<file path="config.mk">
export PLATFORM = sky130hd
export DESIGN_NAME = alu_arbiter
export DESIGN_NICKNAME = d
export VERILOG_FILES = /design/src/rtl/alu_arbiter.sv
export SDC_FILE = /design/constraint.sdc
export NUM_CORES = 1
export LEC_CHECK = 0
export ABC_CLOCK_PERIOD_IN_PS = 1800
export CORE_AREA = 2 2 110 112
export CTS_CLUSTER_DIAMETER = 200
export DETAILED_ROUTE_END_ITERATION = 8
export DIE_AREA = 0 0 112 114
export DONT_BUFFER_PORTS = 1
export PLACE_DENSITY = 0.61
export SLEW_MARGIN = 20
export SYNTH_ARGS = -nofsm -noshare
export SYNTH_HDL_FRONTEND = slang
export SYNTH_SLANG_ARGS = --single-unit
</file>
<file path="constraint.sdc">
create_clock -name clk -period 1.8 [get_ports clk]
set_input_delay 0.18 -clock clk [delete_from_list [all_inputs] [get_ports clk]]
set_output_delay 0.18 -clock clk [all_outputs]
set_load 0.1 [all_outputs]
</file>
<file path="src/rtl/alu_arbiter.sv">
// alu_arbiter: two-requester front end for one shared combinational ALU.
// Requests are arbitrated round-robin, operands are registered and presented
// to the ALU for one cycle, and the captured result is held until the granted
// requester takes it.
module alu_arbiter #(
  parameter int WIDTH = 32
) (
  input  logic             clk,
  input  logic             rst_n,
  input  logic             req0_valid,
  input  logic             req1_valid,
  output logic             req0_ready,
  output logic             req1_ready,
  input  logic [2:0]       req0_op,
  input  logic [2:0]       req1_op,
  input  logic [WIDTH-1:0] req0_a,
  input  logic [WIDTH-1:0] req0_b,
  input  logic [WIDTH-1:0] req1_a,
  input  logic [WIDTH-1:0] req1_b,
  output logic [1:0]       rsp_valid,
  input  logic [1:0]       rsp_ready,
  output logic [WIDTH-1:0] rsp_data,
  output logic             rsp_zero,
  output logic             rsp_neg,
  output logic             rsp_err,
  output logic [WIDTH-1:0] alu_a,
  output logic [WIDTH-1:0] alu_b,
  output logic [2:0]       alu_op,
  input  logic [WIDTH-1:0] alu_out,
  input  logic             alu_zero,
  input  logic             alu_neg,
  output logic             busy
);

  typedef enum logic [1:0] {
    IDLE = 2'd0,
    EXEC = 2'd1,
    RESP = 2'd2
  } state_t;

  localparam logic [2:0] OP_PASS = 3'b100;

  state_t     state;
  state_t     state_nxt;
  logic       grant;
  logic       last_grant;
  logic       pick;
  logic       accept;
  logic       rsp_done;
  logic       ill_p0;
  logic [2:0] sel_op;

  // Opcodes above pass-A have no ALU meaning and are answered with an error.
  function automatic logic op_legal(input logic [2:0] op);
    return op <= OP_PASS;
  endfunction

  assign sel_op    = pick ? req1_op : req0_op;
  assign busy      = (state != IDLE);
  assign rsp_valid = (state == RESP) ? {grant, ~grant} : 2'b00;

  // Next state, arbitration and handshakes; readies are held low during reset.
  always_comb begin
    state_nxt  = state;
    accept     = 1'b0;
    rsp_done   = 1'b0;
    req0_ready = 1'b0;
    req1_ready = 1'b0;
    pick       = (req0_valid && req1_valid) ? ~last_grant : req1_valid;
    case (state)
      IDLE: begin
        if (rst_n && (req0_valid || req1_valid)) begin
          accept     = 1'b1;
          req0_ready = ~pick;
          req1_ready = pick;
          state_nxt  = EXEC;
        end
      end
      EXEC: state_nxt = RESP;
      RESP: begin
        if (rsp_ready[grant]) begin
          rsp_done  = 1'b1;
          state_nxt = IDLE;
        end
      end
      default: state_nxt = IDLE;
    endcase
  end

  // State register; reset abandons any transaction in flight.
  always_ff @(posedge clk or negedge rst_n) begin
    if (!rst_n) state <= IDLE;
    else        state <= state_nxt;
  end

  // Grant is recorded at acceptance; round-robin history moves on delivery.
  always_ff @(posedge clk or negedge rst_n) begin
    if (!rst_n) begin
      grant      <= 1'b0;
      last_grant <= 1'b1;
    end else begin
      if (accept)   grant      <= pick;
      if (rsp_done) last_grant <= grant;
    end
  end

  // Operand stage (p0): the only source of the ALU drive; illegal ops run as pass.
  always_ff @(posedge clk or negedge rst_n) begin
    if (!rst_n) begin
      alu_a  <= '0;
      alu_b  <= '0;
      alu_op <= '0;
      ill_p0 <= 1'b0;
    end else if (accept) begin
      alu_a  <= pick ? req1_a : req0_a;
      alu_b  <= pick ? req1_b : req0_b;
      alu_op <= op_legal(sel_op) ? sel_op : OP_PASS;
      ill_p0 <= ~op_legal(sel_op);
    end
  end

  // Result stage (p1): ALU outputs captured during the single EXEC cycle.
  always_ff @(posedge clk or negedge rst_n) begin
    if (!rst_n) begin
      rsp_data <= '0;
      rsp_zero <= 1'b0;
      rsp_neg  <= 1'b0;
      rsp_err  <= 1'b0;
    end else if (state == EXEC) begin
      if (ill_p0) begin
        rsp_data <= '0;
        rsp_zero <= 1'b0;
        rsp_neg  <= 1'b0;
        rsp_err  <= 1'b1;
      end else begin
        rsp_data <= alu_out;
        rsp_zero <= alu_zero;
        rsp_neg  <= alu_neg;
        rsp_err  <= 1'b0;
      end
    end
  end

endmodule

</file>
==> impl_metrics.py, run 1 <==
metrics = {
    "status": {
        "status": "complete, but fails checks",
        "violations": "hold timing",
    },
    "critical_path": {
        "path_class": "reg -> out",
        "arrival_ns": 1.51,
        "worst_setup_path_start_kind": "flip-flop",
        "worstSetupEndpointType": "output port",
        "crit_required_ns": 1.62,
        "cpMaxStageDelayCell": "dfstp_2",
        "crit_chain": "a21boi_4, buf_4, nor2_4, buf_12",
        "crit_path_max_fanout": 5,
        "cpPeakStageDelay_ns": 0.58,
    },
    "global_routing": {
        "grt_usage_pct": 19.6,
        "antenna_found_initial": 0,
        "grt_max_degree": 110,
        "grt_pass1_vias": 3798,
        "grt_pass1_wl_um": 19600,
        "overflow": 0,
    },
    "hold_path": {
        "hp-class": "in -> async",
    },
    "die": {
        "core_sq_um": 11700,
        "fp.dieH_um": 114,
        "start_util_pct": 41.0,
        "io_pins": 281,
        "die-area_sq_um": 12800,
        "fp-row-count": 40,
        "fp.dieW_um": 112,
    },
    "synthesis": {
        "synth_warnings": 0,
        "syn_area_sq_um": 4800,
        "syn_inst": 468,
        "yosysSeqAreaShare_pct": 55.8,
        "synthesis.nets": 642,
        "synth-seq-cells": 107,
        "ys_types": 27,
        "syn_area_per_cell_sq_um": 10.3,
    },
    "clocking": {
        "h-tree-depth": 3,
        "postCtsHoldBufs": 28,
        "clk_pin_slew_ns": 0.07,
        "worstSkewPairLatency_ns": 0.34,
        "cts_buffer_depth": 2,
        "root_buffer": "clkbuf_16",
        "tritoncts": "yes",
        "cts_buffers": 9,
        "clock-sinks": 107,
    },
    "sta": {
        "final.setup.tns_ns": 0,
        "report.final.slew_viol_count": 0,
        "slew_headroom_pct": 41.9,
        "max_slew.worst_pin.slew_ns": 0.872,
        "setup_viol": 0,
        "fmax_mhz": 591,
        "hold_viol": 107,
        "fin_crit_sh_pct": 94.0,
        "timing.final.crit_period_ns": 1.69,
        "holdWs_ns": -0.468,
        "skew_ns": 0.0112,
        "rsz0062_at_grt": "no",
    },
    "routing": {
        "drtAntennaViolNets": 0,
        "drt_iter0_markers": 141,
        "dr.pass1.iters": 6,
        "via_count": 3720,
        "route.detailed.wl_per_inst_um": 17.2,
        "drt-total-wl_um": 12700,
        "drc": 0,
        "vias_per_cell": 5.02,
    },
    "final_layout": {
        "syn2layout_area_growth_pct": 31.4,
        "fill_cells": 1063,
        "n_antenna_cell": 0,
        "nets": 763,
        "fin_area_sq_um": 6310,
        "drive_gt1_share_pct": 23.6,
    },
    "placement": {
        "place_hpwl_um": 9160,
        "dpl_cell_area_sq_um": 5750,
        "place.gp.congestion": 0.731,
        "port_buffers": 0,
    },
    "flow_run": {
        "cap_violations": 0,
    },
}
==> state kept, by name, indices dropped and copies added, names as in the netlist <==
register and flops:
alu_a 32, alu_b 32, rsp_data 32, alu_op 3, state 2, grant 1, ill_p0 1, last_grant 1
rsp_err 1, rsp_neg 1, rsp_zero 1
==> per-stage QoR <==
stage	cells	utilization (%)	setup WS, ns
5_1_grt	741	53.9	0.0460
6_report	741	53.9	0.108
3_3_place_gp	694	49.1	0.281
2_1_floorplan	468	-	0.0957
4_1_cts	741	53.9	0.0802
3_5_place_dp	694	49.1	0.207
==> metal layers <==
layer  share of wire [%]  up-vias  track usage (%)
li1                    -     1816                -
met1                  38     1702             22.2
met2                  49      177             33.6
met3                  10       25             7.12
met4                 2.6        0             8.29
met5                   0        -                0
==> cells by family (layout without fill, tap and decap cells) <==
group,Yosys count,count (layout),synth area share [%]
compound gates,108,109,11.9
flops,107,107,55.8
mux,69,69,14.6
simple gates,148,148,13.6
buf+inv,36,161,4.11
==> final cells by class <==
cell class | count | area, sq um | area share, %
tap | 147 | 184 | 2.91
clock inverter | 2 | 12.5 | 0.198
timing repair buffer | 143 | 1210 | 19.1
sequential | 107 | 2680 | 42.4
inverter | 2 | 7.51 | 0.119
clock buffer | 14 | 244 | 3.87
multi-input combinational | 326 | 1980 | 31.4
==> synthesized netlist by cell type <==
master      n  area share (%)
buf_4       4            0.63
dfstp_2     1            0.55
buf_8       1            0.31
o21ai_1    29             3.0
o31ai_1     1            0.16
mux2i_1    65              14
o31ai_2     1            0.26
nand2_1   104             8.1
clkbuf_1   17             1.3
buf_6       4            0.94
a21boi_2    1            0.23
a22o_1      1            0.18
o21ai_0    70             7.3
o211ai_2    1            0.26
a21o_1      2            0.31
inv_1       2            0.16
buf_2       5            0.52
mux2_4      1            0.31
mux2i_2     1            0.29
nand2b_1   36             4.7
a21oi_1     2            0.21
nor2b_1     2            0.26
nor2_1      5            0.39
and2_1      1            0.13
buf_1       3            0.23
mux2_2      2            0.47
dfrtp_1   106              55
==> critical path, delay by kind of cell, from the launching register on <==
family          cells  cell delay [ns]
buf+inv             2             0.36
simple gates        1             0.14
flops               1             0.58
compound gates      1             0.09
==> layout by cell type, fill, tap and decap left out, drive strengths merged, types with 2 or more instances in the layout <==
cell type | netlist | final
nor2 | 5 | 5
mux2i | 66 | 66
buf | 17 | 115
o211ai | 1 | 2
inv | 2 | 2
o31ai | 2 | 2
nand2 | 104 | 104
mux2 | 3 | 3
a21oi | 2 | 2
nand2b | 36 | 36
nor2b | 2 | 2
o21ai | 99 | 99
a21o | 2 | 2
clkbuf | 17 | 14
dfrtp | 106 | 106
dlygate4sd3 | 0 | 28
==> path summary, 6_finish.rpt <==
| kind | from | endpoint | slack, ns | cells past startpoint |
|---|---|---|---|---|
| worst max-delay path | last_grant$_DFFE_PN1P_ | req0_ready | 0.11 | 4 |
| worst min-delay path | rst_n | rsp_data[6]$_DFFE_PN0N_ | -0.47 | 0 |
| worst max register to register | last_grant$_DFFE_PN1P_ | alu_b[22]$_DFFE_PN0P_ | 0.23 | 4 |
| worst min register to register | rsp_data[7]$_DFFE_PN0N_ | rsp_data[7]$_DFFE_PN0N_ | 0.48 | 2 |
| max in group asynchronous | rst_n | last_grant$_DFFE_PN1P_ | 2.04 | 0 |
| min in group clk | alu_out[18] | rsp_data[18]$_DFFE_PN0N_ | 0.01 | 2 |
==> timing repair <==
item	CTS	global route
endpoints found under the setup margin	2	0
buffers inserted	2	0
gates resized for setup	1	0
endpoints found under the hold margin	135	107
Power of run 1 is left out: the tool's default activity adds up to more than one toggle a clock period on the data nets, which glitch-free logic cannot reach.
==> inputs of run 2 (changes only) <==
--- a/config.mk
+++ b/config.mk
@@ -6,12 +6,13 @@
 export NUM_CORES = 1
 export LEC_CHECK = 0
 export ABC_CLOCK_PERIOD_IN_PS = 1800
-export CORE_AREA = 2 2 110 112
+export CORE_ASPECT_RATIO = 1.1
+export CORE_MARGIN = 4
+export CORE_UTILIZATION = 45
 export CTS_CLUSTER_DIAMETER = 200
 export DETAILED_ROUTE_END_ITERATION = 8
-export DIE_AREA = 0 0 112 114
 export DONT_BUFFER_PORTS = 1
-export PLACE_DENSITY = 0.61
+export PLACE_DENSITY = 0.65
 export SLEW_MARGIN = 20
 export SYNTH_ARGS = -nofsm -noshare
 export SYNTH_HDL_FRONTEND = slang
==> run 2 against run 1 <==
  * The run still ends with hold timing left
  * Worst hold slack about the same
  * Clock-buffer cell count fell by 3
  * Maximum frequency down 0.42%
  * Flip-flop and latch count stayed put
  * Via count down 0.83%
  * Sequential share of layout area decreased by 0.37 points
  * Final cell count increased by 0.13%
  * Critical endpoint unchanged
  * Highest routed layer unchanged
==> impl_metrics.py, run 2 (same netlist as run 1, synthesis figures left out) <==
metrics = {
    "status": {
        "status": "complete, but fails checks",
        "violations": "hold timing",
    },
    "global_routing": {
        "grt_pass1_wl_um": 19000,
        "grt_pass1_vias": 3774,
        "antenna_found_initial": 0,
        "grt_max_degree": 109,
        "overflow": 0,
        "grt_usage_pct": 19.6,
    },
    "final_layout": {
        "seq_area_sq_um": 2680,
        "final_common_cell": "buf_4",
        "nets": 769,
        "utilization_pct": 61.3,
        "fill_cells": 867,
        "syn2layout_area_growth_pct": 32.5,
        "n_antenna_cell": 0,
        "mostFrequentLayoutCells": "buf_4, dfrtp_1, nand2_1",
        "reg_top3": "alu_a x32, alu_b x32, rsp_data x32",
        "multi_input_area_sq_um": 1960,
        "stdcell_count": 742,
        "drive_gt1_share_pct": 25.0,
    },
    "clocking": {
        "clk_pin_slew_ns": 0.07,
        "postCtsHoldBufs": 27,
        "tritoncts": "yes",
        "cts_buffers": 9,
        "clock-sinks": 107,
        "h-tree-depth": 3,
        "root_buffer": "clkbuf_16",
        "worstSkewPairLatency_ns": 0.34,
        "cts_buffer_depth": 2,
    },
    "critical_path": {
        "worstRegToRegCells": 6,
        "worstSetupEndpointType": "output port",
        "crit_required_ns": 1.62,
        "rrSetupSlack_ns": 0.13,
        "arrival_ns": 1.52,
        "r2r-start": "state[0]$_DFFE_PN0P_",
        "worst_setup_path_start_kind": "flip-flop",
        "r2r_end": "ill_p0$_DFFE_PN0P_",
        "startpoint": "last_grant$_DFFE_PN1P_",
        "crit_path_max_fanout": 17,
        "cp-endpoint": "req0_ready",
        "path_class": "reg -> out",
    },
    "flow_run": {
        "cap_violations": 0,
    },
    "die": {
        "fp-row-count": 39,
        "fp.dieW_um": 107,
        "core_sq_um": 10400,
        "start_util_pct": 46.2,
        "die-area_sq_um": 12400,
        "io_pins": 281,
        "fp.dieH_um": 116,
    },
    "sta": {
        "fin_crit_sh_pct": 94.4,
        "final.setup.tns_ns": 0,
        "slew_headroom_pct": 42.3,
        "hold_viol": 107,
        "setup_viol": 0,
        "report.final.slew_viol_count": 0,
        "rsz0062_at_grt": "no",
        "skew_ns": 0.00418,
        "setup_ws_ns": 0.101,
        "holdWs_ns": -0.468,
        "max_slew.worst_pin.slew_ns": 0.865,
        "fmax_mhz": 589,
        "timing.final.crit_period_ns": 1.70,
    },
    "placement": {
        "port_buffers": 0,
        "placed_cells": 695,
        "place_hpwl_um": 9440,
        "dp_worst_setup_slack_ns": 0.0955,
        "place.gp.congestion": 0.802,
    },
    "routing": {
        "drt-total-wl_um": 12700,
        "drc": 0,
        "vias_per_cell": 4.97,
        "route.detailed.wl_per_inst_um": 17.1,
        "dr.pass1.iters": 4,
        "drt_iter0_markers": 156,
        "via_count": 3689,
        "drtAntennaViolNets": 0,
    },
    "hold_path": {
        "hp-class": "in -> async",
    },
}
[run 2: changes by cell type in the layout (fill, tap and decap cells not counted), sizes merged]
cell | before | now
clkbuf | 14 | 11
o211ai | 2 | 1
clkinvlp | 1 | 2
buf | 115 | 123
bufinv | 0 | 1
dlygate4sd3 | 28 | 27
[run 2: timing repair]
action	in CTS	in global routing
endpoints found under the hold margin	134	107
setup endpoints to repair	2	2
gates resized for setup	0	1
buffers inserted	1	4
pin swaps	1	1
[run 2: cell type report]
cell class	instances	share of cell area (%)
Multi-Input combinational cell	325	30.9
Clock buffer	11	3.97
Tap cell	143	2.81
Sequential cell	107	42.1
Inverter	2	0.118
Timing Repair Buffer	150	19.4
Clock inverter	4	0.786
[run 2: how the worst min path moves through the flow]
stage	to	start
3_5_place_dp	rsp_data[20]$_DFFE_PN0N_	rst_n
4_1_cts	alu_b[8]$_DFFE_PN0P_	rst_n
2_1_floorplan	alu_a[0]$_DFFE_PN0P_	rst_n
3_3_place_gp	alu_b[16]$_DFFE_PN0P_	rst_n
5_1_grt	alu_b[8]$_DFFE_PN0P_	rst_n
6_report	alu_b[7]$_DFFE_PN0P_	rst_n
[run 2: critical path: stages, from the launching register on]
cell and delay (ns):
dfstp_2 0.58, a21boi_4 0.11, buf_12 0.18, nor2_4 0.13, buf_12 0.18
[run 2: per-layer routing]
layer / vias to the layer above / GRT usage, % / part of all wire, %
li1: 1816 / - / -
met1: 1681 / 23.0 / 39
met2: 177 / 33.7 / 49
met3: 15 / 6.52 / 9.6
met4: 0 / 7.67 / 1.7
met5: - / 0 / 0
[run 2: per-stage QoR]
stage / hold WS (ns) / cell area, sq um
2_1_floorplan: -0.116 / 4820
3_3_place_gp: -0.113 / 5750
3_5_place_dp: -0.113 / 5750
4_1_cts: -0.481 / 6330
5_1_grt: -0.490 / 6370
6_report: -0.468 / 6370
Power of run 2 is left out for the same reason.
